### src/rtl/uart_pkg.sv
// -----------------------------------------------------------------------------
// uart_pkg
// Shared definitions for the UART receiver:
//   - uart_state_e    : receiver FSM state encoding
//   - PRESCALE_W      : width of the prescale / edge-counter datapath
//   - PRESCALE_8/16/32: legal oversampling ratios
//   - PARITY_EVEN/ODD : Parity_type encodings
//   - expected_parity : parity bit a transmitter would append to a word
// -----------------------------------------------------------------------------
package uart_pkg;

   typedef enum logic [2:0] {
      IDLE   = 3'd0,
      START  = 3'd1,
      DATA   = 3'd2,
      PARITY = 3'd3,
      STOP   = 3'd4
   } uart_state_e;

   localparam int          PRESCALE_W  = 6;
   localparam logic [5:0]  PRESCALE_8  = 6'd8;
   localparam logic [5:0]  PRESCALE_16 = 6'd16;
   localparam logic [5:0]  PRESCALE_32 = 6'd32;

   localparam logic        PARITY_EVEN = 1'b0;
   localparam logic        PARITY_ODD  = 1'b1;

   // data_xor is the XOR-reduction of the received word. Even parity makes
   // the total number of ones even (bit = ^data); odd parity inverts it.
   function automatic logic expected_parity(input logic data_xor, input logic ptype);
      return data_xor ^ (ptype == PARITY_ODD);
   endfunction

endpackage

### src/rtl/uart_rx_sampler.sv
// -----------------------------------------------------------------------------
// uart_rx_sampler
// Bit-period edge counter plus 3-sample majority voter.
// Ports:
//   CLK         in   oversampling clock
//   Reset       in   asynchronous, active-low reset
//   en_i        in   1 while the receiver is inside a frame (counter runs)
//   prescale_i  in   CLK cycles per bit (8, 16 or 32), held stable per frame
//   rx_i        in   synchronized serial line
//   last_edge_o out  1 on the last cycle of the current bit period
//   bit_o       out  majority of the three mid-bit samples of this period
// -----------------------------------------------------------------------------
module uart_rx_sampler
   import uart_pkg::*;
(
   input  logic                  CLK,
   input  logic                  Reset,
   input  logic                  en_i,
   input  logic [PRESCALE_W-1:0] prescale_i,
   input  logic                  rx_i,
   output logic                  last_edge_o,
   output logic                  bit_o
);

   logic [PRESCALE_W-1:0] cnt_q, cnt_d;
   logic [2:0]            smp_q, smp_d;
   logic [PRESCALE_W-1:0] half;

   assign half        = {1'b0, prescale_i[PRESCALE_W-1:1]};
   assign last_edge_o = en_i && (cnt_q == prescale_i - 6'd1);

   // Counter is held at 0 while idle so the first START cycle is count 0.
   always_comb begin
      cnt_d = '0;
      if (en_i) begin
         cnt_d = last_edge_o ? '0 : cnt_q + 6'd1;
      end
   end

   always_comb begin
      smp_d = smp_q;
      if (en_i) begin
         if (cnt_q == half - 6'd1) smp_d[0] = rx_i;
         if (cnt_q == half)        smp_d[1] = rx_i;
         if (cnt_q == half + 6'd1) smp_d[2] = rx_i;
      end
   end

   // All three samples are refreshed well before the last edge of each bit
   // for every legal prescale, so no stale sample leaks between bits.
   assign bit_o = (smp_q[0] & smp_q[1]) | (smp_q[0] & smp_q[2]) | (smp_q[1] & smp_q[2]);

   always_ff @(posedge CLK or negedge Reset) begin
      if (!Reset) begin
         cnt_q <= '0;
         smp_q <= 3'b111;
      end else begin
         cnt_q <= cnt_d;
         smp_q <= smp_d;
      end
   end

endmodule

### src/rtl/uart_rx.sv
// -----------------------------------------------------------------------------
// uart_rx
// Oversampling UART receiver: start bit, `width` data bits LSB first,
// optional parity bit, one stop bit.
// Ports:
//   CLK          in   oversampling clock
//   Reset        in   asynchronous, active-low reset
//   Rx_in        in   asynchronous serial line, idle high
//   Prescale     in   CLK cycles per bit (8, 16, 32), captured while idle
//   Parity_EN    in   1 = frame carries a parity bit, captured while idle
//   Parity_type  in   0 = even, 1 = odd, captured while idle
//   Data_out     out  last word received without error
//   Data_valid   out  one-cycle pulse when Data_out is updated
//   Parity_error out  one-cycle pulse on parity mismatch
//   Stop_error   out  one-cycle pulse when the stop bit samples low
// -----------------------------------------------------------------------------
module uart_rx
   import uart_pkg::*;
#(
   parameter int width = 8
) (
   input  logic                  CLK,
   input  logic                  Reset,
   input  logic                  Rx_in,
   input  logic [PRESCALE_W-1:0] Prescale,
   input  logic                  Parity_EN,
   input  logic                  Parity_type,
   output logic [width-1:0]      Data_out,
   output logic                  Data_valid,
   output logic                  Parity_error,
   output logic                  Stop_error
);

   localparam int BCNT_W = (width > 1) ? $clog2(width) : 1;

   uart_state_e           state_q, state_d;
   logic [1:0]            sync_q;
   logic                  rx_s;
   logic [BCNT_W-1:0]     bit_cnt_q, bit_cnt_d;
   logic [width-1:0]      shift_q, shift_d;
   logic [width-1:0]      data_q, data_d;
   logic [PRESCALE_W-1:0] presc_q, presc_d;
   logic                  par_en_q, par_en_d;
   logic                  par_type_q, par_type_d;
   logic                  par_err_q, par_err_d;
   logic                  dv_q, dv_d;
   logic                  pe_q, pe_d;
   logic                  se_q, se_d;

   logic                  last_edge;
   logic                  bit_val;

   // Two-flop synchronizer; everything downstream uses rx_s only.
   assign rx_s = sync_q[1];

   uart_rx_sampler u_sampler (
      .CLK         (CLK),
      .Reset       (Reset),
      .en_i        (state_q != IDLE),
      .prescale_i  (presc_q),
      .rx_i        (rx_s),
      .last_edge_o (last_edge),
      .bit_o       (bit_val)
   );

   always_comb begin
      state_d    = state_q;
      bit_cnt_d  = bit_cnt_q;
      shift_d    = shift_q;
      data_d     = data_q;
      presc_d    = presc_q;
      par_en_d   = par_en_q;
      par_type_d = par_type_q;
      par_err_d  = par_err_q;
      dv_d       = 1'b0;
      pe_d       = 1'b0;
      se_d       = 1'b0;

      case (state_q)
         IDLE: begin
            // Frame configuration is frozen from the cycle we leave IDLE.
            presc_d    = Prescale;
            par_en_d   = Parity_EN;
            par_type_d = Parity_type;
            bit_cnt_d  = '0;
            par_err_d  = 1'b0;
            if (!rx_s) state_d = START;
         end
         START: begin
            if (last_edge) begin
               bit_cnt_d = '0;
               par_err_d = 1'b0;
               state_d   = bit_val ? IDLE : DATA;
            end
         end
         DATA: begin
            if (last_edge) begin
               shift_d = {bit_val, shift_q[width-1:1]};
               if (bit_cnt_q == BCNT_W'(width - 1)) begin
                  state_d = par_en_q ? PARITY : STOP;
               end else begin
                  bit_cnt_d = bit_cnt_q + BCNT_W'(1);
               end
            end
         end
         PARITY: begin
            if (last_edge) begin
               par_err_d = (bit_val != expected_parity(^shift_q, par_type_q));
               state_d   = STOP;
            end
         end
         STOP: begin
            if (last_edge) begin
               se_d = ~bit_val;
               pe_d = par_err_q;
               dv_d = bit_val & ~par_err_q;
               if (bit_val && !par_err_q) data_d = shift_q;
               // A low line right here is the start bit of the next frame.
               state_d = rx_s ? IDLE : START;
            end
         end
         default: state_d = IDLE;
      endcase
   end

   always_ff @(posedge CLK or negedge Reset) begin
      if (!Reset) begin
         state_q    <= IDLE;
         sync_q     <= 2'b11;
         bit_cnt_q  <= '0;
         shift_q    <= '0;
         data_q     <= '0;
         presc_q    <= PRESCALE_16;
         par_en_q   <= 1'b0;
         par_type_q <= PARITY_EVEN;
         par_err_q  <= 1'b0;
         dv_q       <= 1'b0;
         pe_q       <= 1'b0;
         se_q       <= 1'b0;
      end else begin
         state_q    <= state_d;
         sync_q     <= {sync_q[0], Rx_in};
         bit_cnt_q  <= bit_cnt_d;
         shift_q    <= shift_d;
         data_q     <= data_d;
         presc_q    <= presc_d;
         par_en_q   <= par_en_d;
         par_type_q <= par_type_d;
         par_err_q  <= par_err_d;
         dv_q       <= dv_d;
         pe_q       <= pe_d;
         se_q       <= se_d;
      end
   end

   assign Data_out     = data_q;
   assign Data_valid   = dv_q;
   assign Parity_error = pe_q;
   assign Stop_error   = se_q;

endmodule
### config.mk
export PLATFORM = sky130hd
export DESIGN_NAME = uart_rx
export DESIGN_NICKNAME = d
export VERILOG_FILES = /design/src/rtl/uart_pkg.sv /design/src/rtl/uart_rx_sampler.sv /design/src/rtl/uart_rx.sv
export SDC_FILE = /design/constraint.sdc
export NUM_CORES = 1
export LEC_CHECK = 0
export BUFFER_PORTS_ARGS = -buffer_cell sky130_fd_sc_hd__buf_4
export CAP_MARGIN = 0
export CORE_MARGIN = 2
export CORE_UTILIZATION = 55
export DETAILED_ROUTE_END_ITERATION = 7
export PLACE_DENSITY = 0.79
export SETUP_SLACK_MARGIN = 0.05
export SKIP_CTS_REPAIR_TIMING = 1
export SYNTH_ARGS = -nofsm -noshare
export SYNTH_HDL_FRONTEND = slang
export SYNTH_SLANG_ARGS = --single-unit
### constraint.sdc
create_clock -name CLK -period 4.9 [get_ports CLK]
set_clock_uncertainty 0.1 [all_clocks]
set_input_delay 0.49 -clock CLK [delete_from_list [all_inputs] [get_ports CLK]]
set_output_delay 0.49 -clock CLK [all_outputs]
set_load 0.05 [all_outputs]
; Word-level counts from Yosys, hierarchy flattened
; Index checks and enable logic that the tools add are counted.
[totals]
out_inout_bits = 11
inputBits = 11
elab_cells = 88
ff_bits = 45
[classes]
addsub = 5
bitwise_logic = 9
eq_ne = 17
reduce_logical = 16
n_mux = 25
[ops]
columns = operator, n
row1 = $mux 3, 10
row2 = $eq 6x6->1, 3
row3 = $pmux 3 s5, 1
row4 = $mux 6, 2
row5 = $mux 1, 9
row6 = $pmux 3 s3, 1
row7 = $reduce_bool 3->1, 3
row8 = $ne 2x1->1 const B, 4
row9 = $reduce_and 2->1, 4
row10 = $reduce_xor 8->1, 1
row11 = $add 5x1->6 const B, 1
row12 = $add 6x1->6 const B, 1
row13 = $eq 3x2->1 const B, 2
row14 = $eq 3x3->1 const B, 2
row15 = $eq 6x5->1, 1
row16 = $ne 2x2->1 const B, 3
row17 = $reduce_and 3->1, 2
row18 = $reduce_and 6->1, 1
row19 = $sub 5x1->6 const B, 1
row20 = $sub 6x1->6 const B, 1
row21 = $and 1x1->1, 4
row22 = $reduce_and 4->1, 1
row23 = $add 3x1->3 const B, 1
row24 = $eq 3x1->1 const B, 1
row25 = other kinds (9), 12

; Longest topological paths before layout
[depth]
ltp_word = 6
mapped_depth = 8
ltp_nobuf = 7

; Cells and area by module
; A second synthesis with hierarchy kept.
[unflattened]
cells_unflattened = 217
area_unflattened_um2 = 2543.7
[modules_own_cells]
columns = mod, n_inst, area_each_um2, seq_area_each_um2, cells_per_inst
row1 = uart_rx, 1, 1626.6, 904.6, 114
row2 = uart_rx_sampler, 1, 917.1, 229.0, 103

; Least setup slack after synthesis
; OpenSTA, ideal clock, no wires.
[synth_path]
kind = reg2reg
startpoint = register presc_q[2]
endpoint = register data_q[0], in the netlist Data_out[0]
slack_ps = 2294
setup_time_ps = 125
arrival_ps = 2381
path_stages_with_launch = 8
required_time_ps = 4675
cell_sequence = dfrtp_1 > inv_1 > ha_1 > and2_1 > nor4_2 > o2111ai_4 > nor4_4 > mux2_4
[synth_via]
elab_chain_len = 4
[synth_lines]
columns = element, line
row1 = from (decl), uart_rx.sv:42  ; logic [PRESCALE_W-1:0] presc_q, presc_d;
row2 = from (signal assigned), uart_rx.sv:146  ; presc_q <= presc_d;
row3 = $sub 6x1->6, uart_rx_sampler.sv:30  ; assign last_edge_o = en_i && (cnt_q == prescale_i - 6'd1);
row4 = $eq 6x6->1, uart_rx_sampler.sv:30
row5 = $logic_and 1x1->1, uart_rx_sampler.sv:30
row6 = $reduce_and 3->1 (no line), -
row7 = to (signal assigned), uart_rx.sv:145  ; data_q <= data_d;
row8 = to (decl), uart_rx.sv:41  ; logic [width-1:0] data_q, data_d;
; No other way between the ends.
; A chain may end at the register's enable or synchronous reset.

; Worst setup path in the final report
[layout_path]
startpoint = register presc_q[2]
endpoint = register data_q[6], in the netlist Data_out[6]
; Same word-level chain as after synthesis.

==> run_results.csv <==
group,metric,value,unit
finish,stdcell_area,2840,um2
critical_path,start_kind,"flip-flop",
finish,drive_above_1_share,0.225,
clock_network,cts.clk_slew.worst_paths,0.09,ns
synth,synth.cell_area,2610,um2
critical_path,crit_arrival,3.10,ns
placement,globalplace.congestion,0.836,
route,drtPass1Iterations,4,
route,viasPerCell,5.73,
placement,port_buffers,21,
finish,fin_nets,279,
status,status,"finished clean",
route,detail-route-antenna-nets,0,
synth,ys_seq_elements,45,
critical_path,crit_required,4.99,ns
floorplan,pin_count,22,
global_route,first_global_vias,1773,
finish,diodes,0,
clock_network,numClockSinks,45,
placement,hpwlAfterDp,3580,um
synth,synth_area_per_cell,10.5,um2
synth,postSynthCellCount,248,
global_route,grt_overflow,0,
synth,synth_cell_type_count,50,
global_route,grt_use_total,0.212,
critical_path,critPathCaptureType,"flip-flop",
synth,synth_ff_type,"dfrtp_1",
floorplan,dieArea,5310,um2
route,drc,0,
critical_path,rr_worst_depth,7,
finish,area_delta_synth_final,8.88,%
synth,synth_edf_count,0,
power_and_ir_drop,design_power_total,1620,uW
clock_network,cts_tree,"built",
route,drt-initial-drc-count,149,
floorplan,core-area,4660,um2
power_and_ir_drop,p_per_area,570,nW/um2
timing,hold_ws,0.0664,ns
worst_hold_path,hold_path_class,"input port to asynchronous set/reset pin",
timing,hold_viol,0,
timing,tns,0,ns
timing,slew_headroom,0.482,
clock_network,htree_levels,2,
finish,final_cell_mix,"dfrtp_1, nand2_1, buf_4, xnor2_1, nor2_1",
job,cap_violations,0,
clock_network,cts-buffers-inserted,5,
floorplan,die_x,72.9,um
clock_network,cts_buffer_depth,2,
timing,tightest_slew,0.771,ns
route,avgRoutedWirePerCell,15.8,um
route,routed-via-count,1811,
critical_path,cp_max_fo,14,
floorplan,rows,25,
synth,ys_seq_area_frac,0.435,
critical_path,path_class,"flip-flop to flip-flop",
synth,synth.net_count,266,
synth,synth-async-reset-ratio,1.00,
timing,period_share,0.614,
timing,setup_viol,0,
timing,finalMaxSlewViolations,0,
route,wl,5000,um
floorplan,start_util,0.559,
global_route,antenna_found_initial,0,
timing,period_needed,3.01,ns
placement,placed_area,2750,um2
global_route,grt_max_degree,46,
global_route,grt_pass1_wl,8610,um
finish,post-route-util,0.609,
clock_network,clock_latency,0.31,ns
power_and_ir_drop,ir_drop,0.284,mV
timing,max_freq,0.332,GHz
finish,final_common_cell,"dfrtp_1",
timing,rsz0062_at_grt,"false",
power_and_ir_drop,p_leak,0.00126,uW
floorplan,dieHeight,72.9,um
clock_network,clockRootBuffer,"clkbuf_8",
synth,ys.warnings.count,0,
[area by class of cell]
cell class                      count  area [um2]
Clock inverter                      2        15.0
Inverter                           12        45.0
Fill cell                         367        1820
Sequential cell                    45        1130
Tap cell                           54        67.6
Clock buffer                        6        72.6
Multi-Input combinational cell    175        1340
Timing Repair Buffer               22         165
[layer usage]
layer,global-route usage,up-vias,share of wire
met5,0,-,0
met4,0.0720,0,0.0098
met3,0.0387,4,0.046
met2,0.311,49,0.45
met1,0.318,876,0.49
li1,-,882,-
[cells by family (layout without fill, tap and decap cells)]
family | Yosys count | in the layout | synth area share
adders and majority gates | 8 | 8 | 0.0374
buffers and inverters | 28 | 42 | 0.0513
AOI/OAI and AO/OA | 34 | 34 | 0.103
xor gates and xnor gates | 29 | 29 | 0.106
DFF | 45 | 45 | 0.435
muxes | 23 | 23 | 0.109
and+or+nand+nor | 81 | 81 | 0.159
[Yosys cell counts, types with 4 or more instances]
master	instances	area (um2)
nor2_1	14	52.6
nand2b_1	8	50.1
nand3_1	8	40.0
a21oi_1	5	25.0
o21ai_0	7	35.0
dfstp_2	6	158
inv_1	12	45.0
buf_4	5	37.5
clkbuf_1	7	26.3
ha_1	7	87.6
dfrtp_1	39	976
mux2_2	11	124
nor3_1	6	30.0
nand2_1	26	97.6
xor2_1	7	61.3
xnor2_1	20	175
mux2i_1	4	40.0
mux2_4	8	120
[critical path: stages, from the launching register on]
cell and delay [ns]:
dfrtp_1 0.47, inv_1 0.11, ha_1 0.20, and2_1 0.18, nor4_2 0.40, o2111ai_4 0.31, nor4_4 0.78, mux2_4 0.35
[final timing paths]
check,startpoint,endpoint,slack [ns]
worst max-delay path,presc_q[2]$_DFFE_PN0N_,Data_out[6]$_DFFE_PN0P_,1.89
worst min-delay path,Reset,presc_q[5]$_DFFE_PN0N_,0.07
worst max register to register,presc_q[2]$_DFFE_PN0N_,Data_out[6]$_DFFE_PN0P_,1.89
worst min register to register,sync_q[0]$_DFF_PN1_,sync_q[1]$_DFF_PN1_,0.26
max in group asynchronous,Reset,bit_cnt_q[1]$_DFFE_PN0P_,4.24
min in group CLK,Rx_in,sync_q[0]$_DFF_PN1_,0.19
[sequential cells by signal, indices dropped and copies added (netlist names), 2 cells and up]
register         cells
sync_q               2
u_sampler.cnt_q      6
presc_q              6
Data_out             8
u_sampler.smp_q      3
shift_q              8
state_q              3
bit_cnt_q            3
[power breakdown]
group	switching (uW)	internal, uW
clock network	136	101
logic	414	356
registers	148	464
total	698	920
[through the flow]
step                setup WS, ns  instances
global route                1.71        316
global placement            2.01        308
CTS                         1.90        316
finish                      1.89        316
floorplan                   2.29        248
detailed placement          1.92        308
No activity file was read; power rests on OpenSTA's default activity.
